`src/rtl/mips32_fetch_queue.sv`:
```
// Instruction fetch queue: issues sequential word fetches to instruction memory and buffers
// the returned {ir, npc} pairs for decode, with branch redirect, halt and backpressure.
module mips32_fetch_queue #(
    parameter int unsigned DEPTH = 4,
    parameter int unsigned AW    = 10
) (
    input  logic          clk,
    input  logic          rst_n,
    output logic          imem_req,
    output logic [AW-1:0] imem_addr,
    input  logic [31:0]   imem_rdata,
    input  logic          redirect,
    input  logic [31:0]   redirect_pc,
    input  logic          halt,
    output logic          out_valid,
    input  logic          out_ready,
    output logic [31:0]   out_ir,
    output logic [31:0]   out_npc
);

    localparam int unsigned   PW       = (DEPTH > 1) ? $clog2(DEPTH) : 1;
    localparam int unsigned   CW       = $clog2(DEPTH + 1);
    localparam logic [PW-1:0] LastPtr  = PW'(DEPTH - 1);
    localparam logic [CW:0]   DepthLvl = (CW + 1)'(DEPTH);

    logic [AW-1:0] pc_q, pc_d;
    logic [AW-1:0] req_addr_q;
    logic [CW-1:0] count_q, count_d;
    logic [PW-1:0] rd_ptr_q, rd_ptr_d;
    logic [PW-1:0] wr_ptr_q, wr_ptr_d;
    logic          inflight_q;
    logic          discard_q, discard_d;

    logic [31:0]   ir_mem  [DEPTH];
    logic [31:0]   npc_mem [DEPTH];

    logic          pop;
    logic          push;
    logic [CW:0]   level;
    logic          unused_pc_hi;

    assign unused_pc_hi = ^redirect_pc[31:AW];

    function automatic logic [PW-1:0] ptr_inc(input logic [PW-1:0] p);
        return (p == LastPtr) ? '0 : p + 1'b1;
    endfunction

    assign out_valid = (count_q != '0);
    assign out_ir    = ir_mem[rd_ptr_q];
    assign out_npc   = npc_mem[rd_ptr_q];
    assign pop       = out_valid & out_ready;
    // Redirect wins over the response landing this cycle; discard covers the one after.
    assign push      = inflight_q & ~discard_q & ~redirect;

    // Projected occupancy once the current response lands and the current pop leaves.
    assign level     = {1'b0, count_q} + (CW + 1)'(inflight_q) - (CW + 1)'(pop);
    assign imem_req  = rst_n & ~halt & ~redirect & (level < DepthLvl);
    assign imem_addr = pc_q;

    always_comb begin
        pc_d      = pc_q;
        count_d   = count_q;
        rd_ptr_d  = rd_ptr_q;
        wr_ptr_d  = wr_ptr_q;
        discard_d = 1'b0;
        if (redirect) begin
            pc_d      = redirect_pc[AW-1:0];
            count_d   = '0;
            rd_ptr_d  = '0;
            wr_ptr_d  = '0;
            discard_d = inflight_q;
        end else begin
            if (imem_req) begin
                pc_d = pc_q + 1'b1;
            end
            if (pop) begin
                rd_ptr_d = ptr_inc(rd_ptr_q);
            end
            if (push) begin
                wr_ptr_d = ptr_inc(wr_ptr_q);
            end
            count_d = count_q + CW'(push) - CW'(pop);
        end
    end

    always_ff @(posedge clk or negedge rst_n) begin
        if (!rst_n) begin
            pc_q       <= '0;
            req_addr_q <= '0;
            count_q    <= '0;
            rd_ptr_q   <= '0;
            wr_ptr_q   <= '0;
            inflight_q <= 1'b0;
            discard_q  <= 1'b0;
        end else begin
            pc_q       <= pc_d;
            count_q    <= count_d;
            rd_ptr_q   <= rd_ptr_d;
            wr_ptr_q   <= wr_ptr_d;
            inflight_q <= imem_req;
            discard_q  <= discard_d;
            if (imem_req) begin
                req_addr_q <= pc_q;
            end
        end
    end

    always_ff @(posedge clk) begin
        if (push) begin
            ir_mem[wr_ptr_q]  <= imem_rdata;
            npc_mem[wr_ptr_q] <= {{(32 - AW){1'b0}}, req_addr_q} + 32'd1;
        end
    end

endmodule

```
`config.mk`:
```
export PLATFORM = sky130hd
export DESIGN_NAME = mips32_fetch_queue
export DESIGN_NICKNAME = d
export VERILOG_FILES = /design/src/rtl/mips32_fetch_queue.sv
export SDC_FILE = /design/constraint.sdc
export NUM_CORES = 1
export LEC_CHECK = 0
export CAP_MARGIN = 40
export CORE_MARGIN = 3
export CORE_UTILIZATION = 40
export DETAILED_ROUTE_END_ITERATION = 10
export RECOVER_POWER = 100
export SYNTH_ARGS = -nofsm -noshare
export SYNTH_HDL_FRONTEND = slang
export SYNTH_SLANG_ARGS = --single-unit
export TNS_END_PERCENT = 30
```
`constraint.sdc`:
```
create_clock -name clk -period 8.9 [get_ports clk]
set_input_delay 1.78 -clock clk [delete_from_list [all_inputs] [get_ports clk]]
set_output_delay 1.78 -clock clk [all_outputs]
set_load 0.02 [all_outputs]
```
==> results.toml, run 1 <==
[outcome]
outcome = "finished, violations left"
violations = "max-capacitance violations, max-slew violations"

[yosys]
seq_area_frac_synth_pct = 73.06
synthArstFlopShare_pct = 14.43
yosysWarnings = 0
synth_area_um2 = 8063
avgSynthCellArea_um2 = 18.58
synth-edff-count = 172
synthFlopType = "edfxtp_1"
syn_inst = 434
ys_ff_latch = 201
ys_types = 39

[floorplan]
core_um2 = 19650
std_cell_rows = 51
dieWidth_um = 148.0
start_util_pct = 41.02
ios = 145
die-height_um = 148.0
die_area_um2 = 21900

[drt]
postRouteAntennaNets = 0
drcViolationCount = 0
drtPass1Iterations = 4
wirelength_um = 14620
via_count = 4113
avgRoutedWirePerCell_um = 17.61
viasPerCell = 4.955
dr.first_iter.drc_count = 180

[global_route]
grt_pass1_wl_um = 23000
grt_max_degree = 46
grt_pass1_vias = 4280
grt_usage_pct = 13.25
grt_antenna_before_repair = 1
grt.overflow.total = 0

[power_and_ir_drop]
powerDensity_nw_per_um2 = 257.2
leakagePower_nw = 3.409
ir_drop_mv = 0.1155

[clock_network]
numCtsBuffers = 22
clock-root-buffer = "clkbuf_16"
clkTransAtPathRegs_ns = 0.06
hold_buffers = 0
cts_setup_buffers = 0
clk_path_buf_depth = 3
ctsResizeCount = 0
clk-insertion-delay-late_ns = 0.48
cts_max_level = 1
cts.sinks = 201
cts_tree = "yes"

[setup_path]
path_max_fanout = 30
worst-setup-path-type = "primary input to output port"
worstPathRequired_ns = 7.12
cp.arrival_ns = 5.37
crit_path_start_kind = "primary input"
cp-end-kind = "output port"

[final_layout]
drive_above_1_share_pct = 14.87
multi_input_area_um2 = 1973
antenna_cells = 0
fin_cells = 830
seq_area_um2 = 5896
final_nets = 634
nFillCells = 1655
area_delta_synth_final_pct = 23.99

[sta]
fin_crit_ns = 7.153
setup_viol = 0
setup_tns_ns = 0
min_period_over_period_pct = 80.37
hold_viol = 0
slew_headroom_pct = -92.76
finClkSkew_ns = 0.008002
tightest_slew_ns = 2.891
slew_viol_final = 253
rsz0062_at_grt = "false"
max_freq_mhz = 139.8

[place]
routabilityCongestion = 0.7552
io_buffers = 101
placed_cells = 793
place_hpwl_um = 8765

[min_path]
hold_path.class = "flip-flop to flip-flop"

[flow_run]
cap_viol_max_count = 6
cell type report:
type | instances | area share (%)
inverter | 12 | 0.4506
clock buffer | 29 | 5.982
clock inverter | 8 | 0.8385
multi-input combinational | 205 | 19.74
sequential | 201 | 58.97
timing repair buffer | 110 | 10.70
tap | 265 | 3.317
cells by family (layout without fill, tap and decap cells):
family,after synthesis,count (layout),share of synthesized area [%]
AO/OA/AOI/OAI,25,25,1.893
XOR/XNOR,19,19,2.064
adder cells (fa/ha/maj),13,13,2.110
buffers and inverters,48,159,3.336
flip-flops,201,201,73.06
multiplexers,45,45,12.29
other,1,21,0.04651
AND/OR/NAND/NOR,82,82,5.199
critical path, cell delays in order:
cell,delay [ns]
dlygate4sd3_1,0.52
clkbuf_1,1.14
nor3b_1,0.49
o21ai_0,0.26
inv_1,0.43
dlygate4sd3_1,0.75
state kept, by name (all words and copies together), names as in the netlist:
signal	cells
count_q	3
imem_addr	10
npc_mem	44
rd_ptr_q	2
req_addr_q	10
wr_ptr_q	2
inflight_q	1
discard_q	1
ir_mem	128
cells in the mapped netlist (all sizes together), types with 2 or more instances:
cell / count / area share, %
nand4: 3 / 0.23
xor2: 6 / 0.65
ha: 12 / 1.9
buf: 31 / 2.5
xnor2: 13 / 1.4
o211ai: 3 / 0.28
and2: 5 / 0.39
mux4: 43 / 12
nand3: 6 / 0.37
o2111ai: 2 / 0.22
nor2: 10 / 0.47
edfxtp: 172 / 64
clkbuf: 5 / 0.23
dfrtp: 29 / 9.0
nor3: 2 / 0.12
a21oi: 8 / 0.50
inv: 12 / 0.56
nand2: 42 / 2.0
mux2: 2 / 0.28
nor2b: 2 / 0.16
o21ai: 9 / 0.56
and4: 4 / 0.43
report_power, final:
| part | total, W | leakage [nW] | internal [W] | switching [W] |
|---|---|---|---|---|
| clock | 0.000848 | 0.331 | 0.000525 | 0.000323 |
| combinational | 0.000562 | 1.16 | 0.000272 | 0.000289 |
| sequential | 0.00116 | 1.92 | 0.00110 | 0.0000597 |
| total | 0.00257 | 3.41 | 0.00190 | 0.000672 |
placed cells by master, fill, tap and decap left out, types with 3 or more instances in the layout:
master           instances
edfxtp_1               172
dlygate4sd3_1           88
mux4_2                  43
nand2_1                 42
dfrtp_1                 27
clkbuf_16               23
conb_1                  21
xnor2_1                 13
clkbuf_1                13
clkdlybuf4s50_1         13
inv_1                   12
ha_1                    12
nor2_1                  10
o21ai_0                  8
a21oi_1                  8
nand3_1                  6
xor2_1                   6
clkinv_1                 5
and4_1                   4
and2_2                   4
nand4_1                  3
o211ai_1                 3
path summary, 6_finish.rpt:
kind | start | to | slack, ns | cells past startpoint
hold reg to reg | inflight_q | discard_q | 0.48 | 1
setup / recovery | rst_n | imem_req | 1.75 | 6
max in group asynchronous | rst_n | rd_ptr_q[0] | 5.55 | 2
hold / removal | inflight_q | discard_q | 0.48 | 1
min in group asynchronous | rst_n | count_q[0] | 2.23 | 2
setup reg to reg | discard_q | ir_mem[2][18] | 5.41 | 3
layer usage:
metal | track usage (%) | part of all wire (%) | routed length (µm)
met4 | 3.326 | 1.7 | 244
met5 | 0 | 0.089 | 13
met2 | 22.38 | 50 | 7269
met1 | 17.70 | 43 | 6292
met3 | 2.820 | 5.4 | 796
per-stage QoR:
stage          hold slack, ns  area (µm²)  setup slack (ns)  utilization (%)  total power, W
3_5_place_dp           0.4745        9351             2.492            47.58        0.001779
2_1_floorplan          0.4584        8138             3.749                -        0.001547
3_3_place_gp           0.4807        9319             1.923            47.42        0.001758
5_1_grt                0.5111        9997             1.278            50.87        0.002704
4_1_cts                0.4891       10030             2.494            51.05        0.002641
6_report               0.4800        9997             1.747            50.87        0.002571
(Power assumes the default switching activity.)
==> run 2, diff against run 1 <==
Clock period 8.9 ns to 7.25 ns, I/O delays scaled along.
==> results.toml, run 2 (synthesized netlist as in run 1, its figures left out) <==
[clock_network]
cts_setup_buffers = 0
cts_max_level = 1
numCtsBuffers = 21
ctsResizeCount = 0
cts.sinks = 201
cts_tree = "yes"
clock-root-buffer = "clkbuf_16"
hold_buffers = 0
clk-insertion-delay-late_ns = 0.49
clk_path_buf_depth = 3
clkTransAtPathRegs_ns = 0.06

[floorplan]
core_um2 = 19650
dieWidth_um = 148.0
die-height_um = 148.0
start_util_pct = 41.02
die_area_um2 = 21900
std_cell_rows = 51
ios = 145

[place]
io_buffers = 101
dp_slack_ns = 1.468
placed_cells = 793
routabilityCongestion = 0.7555
place_hpwl_um = 8955

[global_route]
grt_max_degree = 46
top_usage_layer = "met2"
grt_usage_pct = 13.51
grt.met1_usage_pct = 18.07
grt_use_met3_pct = 2.636
grt_antenna_before_repair = 0
grt.overflow.total = 0
met2_usage_pct = 22.88
grt_pass1_wl_um = 23400
grt_pass1_vias = 4260

[setup_path]
crit_path_start_kind = "primary input"
crit_top_cell = "clkdlybuf4s50_1"
worstPathRequired_ns = 5.80
crit_path_max_incr_delay_ns = 1.16
cp_cell_sequence = "clkdlybuf4s50_1 > clkbuf_1 > nor3b_2 > o21ai_0 > inv_2 > clkdlybuf4s50_1"
path_max_fanout = 30
worst-setup-path-type = "primary input to output port"
cp_slowest_cell = "clkbuf_1"
cp.arrival_ns = 4.71
cp-end-kind = "output port"

[final_layout]
layout_common_cells = "172 x edfxtp_1, 86 x dlygate4sd3_1, 43 x mux4_2"
top_register = "ir_mem"
final_nets = 633
reg_top3 = "ir_mem: 128 flops, npc_mem: 44 flops"
area_delta_synth_final_pct = 23.04
final_common_cell = "edfxtp_1"
drive_above_1_share_pct = 15.02
fin_cells = 832
utilization_pct = 50.48
nFillCells = 1669
largest_register_ffs = 128

[sta]
worst_slack_ns = 1.086
max_freq_mhz = 162.2
hold_slack_ns = 0.4896
tightest_slew_ns = 2.911
slew_viol_final = 253
fin_crit_ns = 6.164
min_period_over_period_pct = 85.02
setup_viol = 0
finClkSkew_ns = 0.01049
slew_headroom_pct = -94.10
hold_viol = 0
setup_tns_ns = 0
rsz0062_at_grt = "false"

[outcome]
violations = "max-capacitance violations, max-slew violations"
outcome = "finished, violations left"

[flow_run]
cap_viol_max_count = 6

[drt]
avgRoutedWirePerCell_um = 17.79
drcViolationCount = 0
via_count = 4078
drtPass1Iterations = 4
wirelength_um = 14800
viasPerCell = 4.901
dr.first_iter.drc_count = 214
postRouteAntennaNets = 0

[power_and_ir_drop]
ir_drop_mv = 0.1213
leakagePower_nw = 3.366
powerDensity_nw_per_um2 = 308.0

[min_path]
hold_path.class = "flip-flop to flip-flop"
[run 2: changes by cell type in the layout (fill, tap and decap cells not counted), sizes merged, moves of 2 or more]
cell | before | now
clkdlybuf4s50 | 13 | 15
dlygate4sd3 | 88 | 86
clkinv | 6 | 9
bufinv | 2 | 0
[run 2: final timing paths]
path,start,to,slack (ns),depth (start not counted)
min in group asynchronous,rst_n,imem_addr[6],1.83,2
hold reg to reg,inflight_q,discard_q,0.49,1
max in group asynchronous,rst_n,rd_ptr_q[0],4.27,2
setup reg to reg,discard_q,ir_mem[3][7],3.80,3
setup / recovery,rst_n,imem_req,1.09,6
hold / removal,inflight_q,discard_q,0.49,1
[run 2: routing by layer]
| layer | share of wire (%) | vias up |
|---|---|---|
| met3 | 5.2 | 24 |
| met2 | 50 | 109 |
| li1 | - | 1883 |
| met1 | 44 | 2062 |
| met4 | 1.6 | 0 |
| met5 | 0 | - |
[run 2: final cells by class]
cell class / instances / area (µm²) / share of cell area [%]
antenna: 1 / 2.502 / 0.02522
multi-input combinational: 205 / 1978 / 19.94
sequential: 201 / 5896 / 59.43
clock inverter: 10 / 46.29 / 0.4666
clock buffer: 28 / 551.8 / 5.562
tap: 265 / 331.6 / 3.342
timing repair buffer: 110 / 1070 / 10.78
inverter: 12 / 45.04 / 0.4540
[run 2: power by group]
| part | total [W] | leakage, nW | switching (W) | internal (W) |
|---|---|---|---|---|
| combinational | 0.000692 | 1.15 | 0.000357 | 0.000335 |
| sequential | 0.00143 | 1.92 | 0.0000742 | 0.00135 |
| clock | 0.000937 | 0.293 | 0.000403 | 0.000534 |
| total | 0.00306 | 3.37 | 0.000834 | 0.00222 |
[run 2: worst max-delay path, delay by kind of cell]
family / cells / cell delay, ns
AO/OA/AOI/OAI: 1 / 0.25
AND/OR/NAND/NOR: 1 / 0.45
buffers and inverters: 4 / 2.55
[run 2: metrics by stage]
step | cell area, µm² | power, W
5_1_grt | 9918 | 0.003217
4_1_cts | 9950 | 0.003142
6_report | 9921 | 0.003056
2_1_floorplan | 8138 | 0.001899
3_5_place_dp | 9351 | 0.002189
3_3_place_gp | 9319 | 0.002158
